===== config.mk =====
export PLATFORM = sky130hd
export DESIGN_NAME = sequence_generator
export DESIGN_NICKNAME = d
export VERILOG_FILES = /design/src/rtl/sequence_generator.sv
export SDC_FILE = /design/constraint.sdc
export NUM_CORES = 1
export LEC_CHECK = 0
export ABC_AREA = 0
export BUFFER_PORTS_ARGS = -buffer_cell sky130_fd_sc_hd__buf_2
export CORE_MARGIN = 10
export CORE_UTILIZATION = 30
export DETAILED_ROUTE_END_ITERATION = 10
export SKIP_CTS_REPAIR_TIMING = 1
export SYNTH_ARGS = -nofsm -noshare
export SYNTH_HDL_FRONTEND = slang
export SYNTH_SLANG_ARGS = --single-unit

===== constraint.sdc =====
create_clock -name clk -period 2.8 [get_ports clk]
set_clock_uncertainty 0.05 [all_clocks]
set_input_delay 0.7 -clock clk [delete_from_list [all_inputs] [get_ports clk]]
set_output_delay 0.7 -clock clk [all_outputs]
set_load 0.02 [all_outputs]

===== src/rtl/sequence_generator.sv =====
// Serial pattern transmitter: shifts a latched WIDTH-bit pattern out MSB first,
// repeated N passes with optional idle gaps, with start/busy/done handshake.
module sequence_generator #(
    parameter int WIDTH      = 8,
    parameter int REPEAT_W   = 4,
    parameter int GAP_CYCLES = 2
) (
    input  logic                       clk,
    input  logic                       reset,
    input  logic                       start,
    input  logic [WIDTH-1:0]           pattern,
    input  logic [REPEAT_W-1:0]        repeat_count,
    output logic                       w,
    output logic                       w_valid,
    output logic                       busy,
    output logic                       done,
    output logic [$clog2(WIDTH)-1:0]   bit_index,
    output logic [1:0]                 state
);
    localparam int IW = $clog2(WIDTH);
    localparam int GW = (GAP_CYCLES > 1) ? $clog2(GAP_CYCLES) : 1;
    localparam logic [IW-1:0] IDX_MSB  = IW'(WIDTH - 1);
    localparam logic [GW-1:0] GAP_LAST = GW'((GAP_CYCLES > 0) ? GAP_CYCLES - 1 : 0);

    typedef enum logic [1:0] {
        IDLE  = 2'd0,
        SHIFT = 2'd1,
        GAP   = 2'd2,
        DONE  = 2'd3
    } state_t;

    state_t                st_q, st_n;
    logic [IW-1:0]         idx_q, idx_n;
    logic [WIDTH-1:0]      pat_q, pat_n;
    logic [REPEAT_W-1:0]   pass_q, pass_n;
    logic [GW-1:0]         gap_q, gap_n;
    logic                  w_q, w_n;

    always_ff @(posedge clk) begin
        if (reset) begin
            st_q   <= IDLE;
            idx_q  <= '0;
            pat_q  <= '0;
            pass_q <= '0;
            gap_q  <= '0;
            w_q    <= 1'b0;
        end else begin
            st_q   <= st_n;
            idx_q  <= idx_n;
            pat_q  <= pat_n;
            pass_q <= pass_n;
            gap_q  <= gap_n;
            w_q    <= w_n;
        end
    end

    // w is computed one cycle ahead so it leaves a flop alongside the state change
    always_comb begin
        st_n   = st_q;
        idx_n  = idx_q;
        pat_n  = pat_q;
        pass_n = pass_q;
        gap_n  = gap_q;
        w_n    = 1'b0;
        case (st_q)
            IDLE: begin
                if (start) begin
                    st_n   = SHIFT;
                    pat_n  = pattern;
                    pass_n = (repeat_count == '0) ? REPEAT_W'(1) : repeat_count;
                    idx_n  = IDX_MSB;
                    w_n    = pattern[WIDTH-1];
                end
            end
            SHIFT: begin
                if (idx_q != '0) begin
                    idx_n = idx_q - 1'b1;
                    w_n   = pat_q[idx_n];
                end else if (pass_q > REPEAT_W'(1)) begin
                    pass_n = pass_q - 1'b1;
                    if (GAP_CYCLES == 0) begin
                        idx_n = IDX_MSB;
                        w_n   = pat_q[WIDTH-1];
                    end else begin
                        st_n  = GAP;
                        gap_n = GAP_LAST;
                    end
                end else begin
                    st_n = DONE;
                end
            end
            GAP: begin
                if (gap_q == '0) begin
                    st_n  = SHIFT;
                    idx_n = IDX_MSB;
                    w_n   = pat_q[WIDTH-1];
                end else begin
                    gap_n = gap_q - 1'b1;
                end
            end
            DONE: st_n = IDLE;
            default: st_n = IDLE;
        endcase
    end

    assign w         = w_q;
    assign w_valid   = (st_q == SHIFT);
    assign busy      = (st_q == SHIFT) || (st_q == GAP);
    assign done      = (st_q == DONE);
    assign bit_index = idx_q;
    assign state     = st_q;
endmodule


==> results of run 1 <==
## layout make-up
| class | instances | share of cell area |
|---|---|---|
| Sequential cell | 19 | 0.311 |
| Multi-Input combinational cell | 93 | 0.495 |
| Clock buffer | 3 | 0.0184 |
| Inverter | 10 | 0.0307 |
| Timing Repair Buffer | 23 | 0.0941 |
| Clock inverter | 1 | 0.00409 |
| Tap cell | 46 | 0.0470 |
## Yosys cell counts (2+ instances only)
master    number  area (sq um)
nand2b_1       4          25.0
o22ai_1        2          12.5
ha_1           8           100
nor3_1         3          15.0
clkbuf_1       3          11.3
o21ai_0        3          15.0
nand3_1        4          20.0
nand2_1       25          93.8
buf_2          2          10.0
dfxtp_1       19           380
nor2_1         5          18.8
inv_1         10          37.5
nor2b_1        2          12.5
a21oi_1       15          75.1
a211oi_1       5          37.5
## routing by layer
| layer | track usage | vias to the layer above | part of all wire |
|---|---|---|---|
| li1 | - | 495 | - |
| met1 | 0.100 | 449 | 0.44 |
| met2 | 0.134 | 31 | 0.47 |
| met3 | 0.0304 | 4 | 0.079 |
| met4 | 0.0323 | 0 | 0.0097 |
| met5 | 0 | - | 0 |
## sequential cells by signal, indices dropped and copies added (netlist names)
register / flops
w: 1
pat_q: 8
state: 2
gap_q: 1
bit_index: 3
pass_q: 4
## through the flow
| stage | total power, uW | worst slack, ns | hold WS [ns] |
|---|---|---|---|
| floorplan | 749 | 0.685 | 0.382 |
| global placement | 852 | 0.793 | 0.395 |
| detailed placement | 872 | 0.711 | 0.399 |
| CTS | 1020 | 0.447 | 0.416 |
| global route | 1100 | 0.335 | 0.439 |
| finish | 1000 | 0.473 | 0.413 |
## logic make-up after synthesis
kind of cell / share of synthesized area
flops: 0.363
fa+ha+maj: 0.0955
compound gates: 0.211
buf+inv: 0.0597
mux: 0.0668
simple gates: 0.204
## critical path, delay by kind of cell (launching register included)
kind	cells	cell delay, ns
buf+inv	1	0.27
fa+ha+maj	1	0.56
flops	1	0.44
## worst paths after layout
check	depth (start not counted)	slack [ns]	end
min	2	0.41	pat_q[1]
min reg2reg	2	0.41	pat_q[1]
max reg2reg	7	0.71	w
max	2	0.47	w_valid
## power groups by stage
stage               Clock [uW]  Sequential (uW)  Combinational [uW]
finish                     141              380                 480
global route               164              390                 544
CTS                        152              380                 488
detailed placement           0              385                 487
global placement             0              382                 470
floorplan                    0              394                 355
==> reports/results.tsv, run 1 <==
metric	value	unit
internal_power	578	uW
arrival	1.58	ns
dr.pass1.iters	4	
io_buffers	23	
fin_area	0.00122	sq mm
grt_pass1_vias	971	
grt-ovfl-total	0	
crit_slowest_cell	ha_1	
root_buffer	clkbuf_4	
ys_ff_latch	19	
slew_violations	0	
drt-total-wl	2580	um
placedCellCount	191	
tightest_slew	0.577	ns
crit_chain	ha_1 > buf_2	
start_kind	register	
min_from	pat_q[1]	
critPathKind	register to output pin	
hp-class	register to register	
syn_area	0.00105	sq mm
ys_seq_area_frac	0.363	
area_growth	16.7	%
reg2reg_from	bit_index[0]	
yosys.cell_types.count	33	
p_leak	0.000513	uW
outcome	complete, no violations	
cts.clk_slew.worst_paths	0.11	ns
antenna_found_initial	0	
clk_latency	0.30	ns
min_period	2.33	ns
swShare	0.423	
dpl_cell_area	0.00120	sq mm
insertedDiodeCount	0	
ir_drop	259	uV
register_area	380	sq um
ys.flop_type	dfxtp_1	
synth_nets	151	
drt_iter0_drc	140	
synth_edf_count	0	
sequentialPowerShare	0.380	
die_area	0.00626	sq mm
die_w	79.1	um
grt_use_total	0.0839	
antenna_left	0	
instances_no_fill	195	
yosys_warnings	0	
layout_commonest_cell	nand2_1	
hold_viol_final	0	
setup_viol	0	
cp_max_fo	17	
fill_cells	377	
clockPowerShare	0.141	
cts_buffers	3	
die_h	79.1	um
hpwl	2030	um
p_per_area	818	mW/mm^2
start_util	0.312	
cts_tree	built	
max_clock_freq	430	MHz
final_cell_mix	nand2_1 (25), buf_2 (23), dfxtp_1 (19), a21oi_1 (15), inv_1 (10)	
post_drt_wl_per_cell	13.2	um
p_comb_frac	0.480	
avgSynthCellArea	8.19	sq um
num_vias	979	
drv_cap	0	
multi_input_area	606	sq um
final_util	0.364	
end_kind	output pin	
rsz0062_at_grt	no	
final_nets	173	
htreeDepth	1	
switchingPower	423	uW
drive_above_1_share	0.195	
ios	24	
cp.required	2.05	ns
gp_congestion	0.819	
core_area	0.00336	sq mm
cts_buffer_depth	2	
fin_crit_sh	0.831	
max-slew-margin-rel	0.615	
setup_tns	0	ns
grt_pass1_wl	4280	um
drc	0	
rows	21	
grt_max_degree	20	
max_stage_delay	0.56	ns
async_flop_share	0	
cts_sinks	19	
vias_per_cell	5.02	
crit_start	state[0]	
netlist_instances	128	
No activity file was read; power rests on OpenSTA's default activity.
==> run 2: changes to the inputs <==
- clock period: 2.8 -> 2.35 ns (I/O delays scaled with it)
==> reports/results.tsv, run 2 (synthesis gave the netlist of run 1 again) <==
metric	value	unit
drt-total-wl	2610	um
top_register	pat_q	
area_growth	16.7	%
gp_congestion	0.806	
max-slew-margin-rel	0.621	
p_leak	0.000513	uW
cp.required	1.71	ns
cts_buffer_depth	2	
internal_power	687	uW
layout_commonest_cell	nand2_1	
die_area	0.00626	sq mm
final_cell_mix	nand2_1 (25), buf_2 (23), dfxtp_1 (19), a21oi_1 (15), inv_1 (10)	
hp-class	register to register	
antenna_left	0	
max_clock_freq	449	MHz
core_area	0.00336	sq mm
grt_max_degree	20	
rows	21	
drc	0	
htreeDepth	1	
insertedDiodeCount	0	
dr.pass1.iters	4	
largest_reg_flops	8	
arrival	1.59	ns
grt_pass1_wl	4210	um
hpwl	2060	um
cts_tree	built	
drt_iter0_drc	110	
outcome	complete, no violations	
p_per_area	974	mW/mm^2
start_util	0.312	
cp_max_fo	17	
start_kind	register	
antenna_found_initial	0	
swShare	0.423	
io_buffers	23	
cts_buffers	3	
crit_start	state[0]	
root_buffer	clkbuf_4	
slew_violations	0	
drive_above_1_share	0.195	
die_h	79.1	um
fin_area	0.00122	sq mm
reg2reg_from	bit_index[0]	
clk_latency	0.30	ns
num_vias	995	
p_comb_frac	0.478	
die_w	79.1	um
final_nets	173	
cts.clk_slew.worst_paths	0.11	ns
rsz0062_at_grt	no	
setup_tns	0	ns
tightest_slew	0.568	ns
grt_use_total	0.0806	
grt-ovfl-total	0	
dpl_cell_area	0.00120	sq mm
clockPowerShare	0.142	
end_kind	output pin	
fin_crit_sh	0.947	
vias_per_cell	5.10	
setup_viol	0	
hold_viol_final	0	
critPathKind	register to output pin	
post_drt_wl_per_cell	13.4	um
ir_drop	311	uV
ios	24	
cts_sinks	19	
drv_cap	0	
min_period	2.23	ns
min_from	pat_q[1]	
sequentialPowerShare	0.380	
switchingPower	505	uW
grt_pass1_vias	950	
[run 2: cell counts in the layout (fill, tap and decap cells not counted)]
No cell type changed its count.
[run 2: layer usage]
| metal | track usage | vias up | part of all wire |
|---|---|---|---|
| met5 | 0 | - | 0 |
| met4 | 0.0161 | 0 | 0.0031 |
| li1 | - | 496 | - |
| met2 | 0.138 | 33 | 0.48 |
| met1 | 0.0872 | 464 | 0.44 |
| met3 | 0.0417 | 2 | 0.074 |
[run 2: per-stage QoR]
stage / instances / hold WS (ns) / util / setup slack (ns) / total power (uW)
final: 195 / 0.415 / 0.364 / 0.123 / 1190
after global routing: 195 / 0.442 / 0.364 / 0.00407 / 1290
after CTS: 195 / 0.415 / 0.364 / 0.121 / 1210
after detailed placement: 191 / 0.399 / 0.356 / 0.254 / 1030
after global placement: 191 / 0.392 / 0.356 / 0.341 / 1010
after floorplan: 128 / 0.382 / - / 0.235 / 892
[run 2: final cells by class]
class	instances	area, sq um
clock inverters	1	5.00
fillers	374	2140
multi-input cells	93	606
flip-flops and latches	19	380
clock buffers	3	22.5
inverters	10	37.5
repair buffers	23	115
well taps	46	57.6
[run 2: final timing paths]
kind              slack (ns)       end  cells past startpoint
setup / recovery        0.12   w_valid                      2
hold / removal          0.41  pat_q[1]                      2
setup reg to reg        0.26         w                      7
hold reg to reg         0.41  pat_q[1]                      2
[run 2: power by group through the flow]
stage / sequential [uW] / clock, uW / combinational (uW)
final: 453 / 170 / 569
after global routing: 462 / 193 / 638
after detailed placement: 459 / 0 / 573
after floorplan: 470 / 0 / 423
after global placement: 456 / 0 / 556
after CTS: 451 / 179 / 576
[run 2: critical path: stages (launching register included)]
cell     delay (ns)
dfxtp_1        0.46
ha_1           0.56
buf_2          0.27
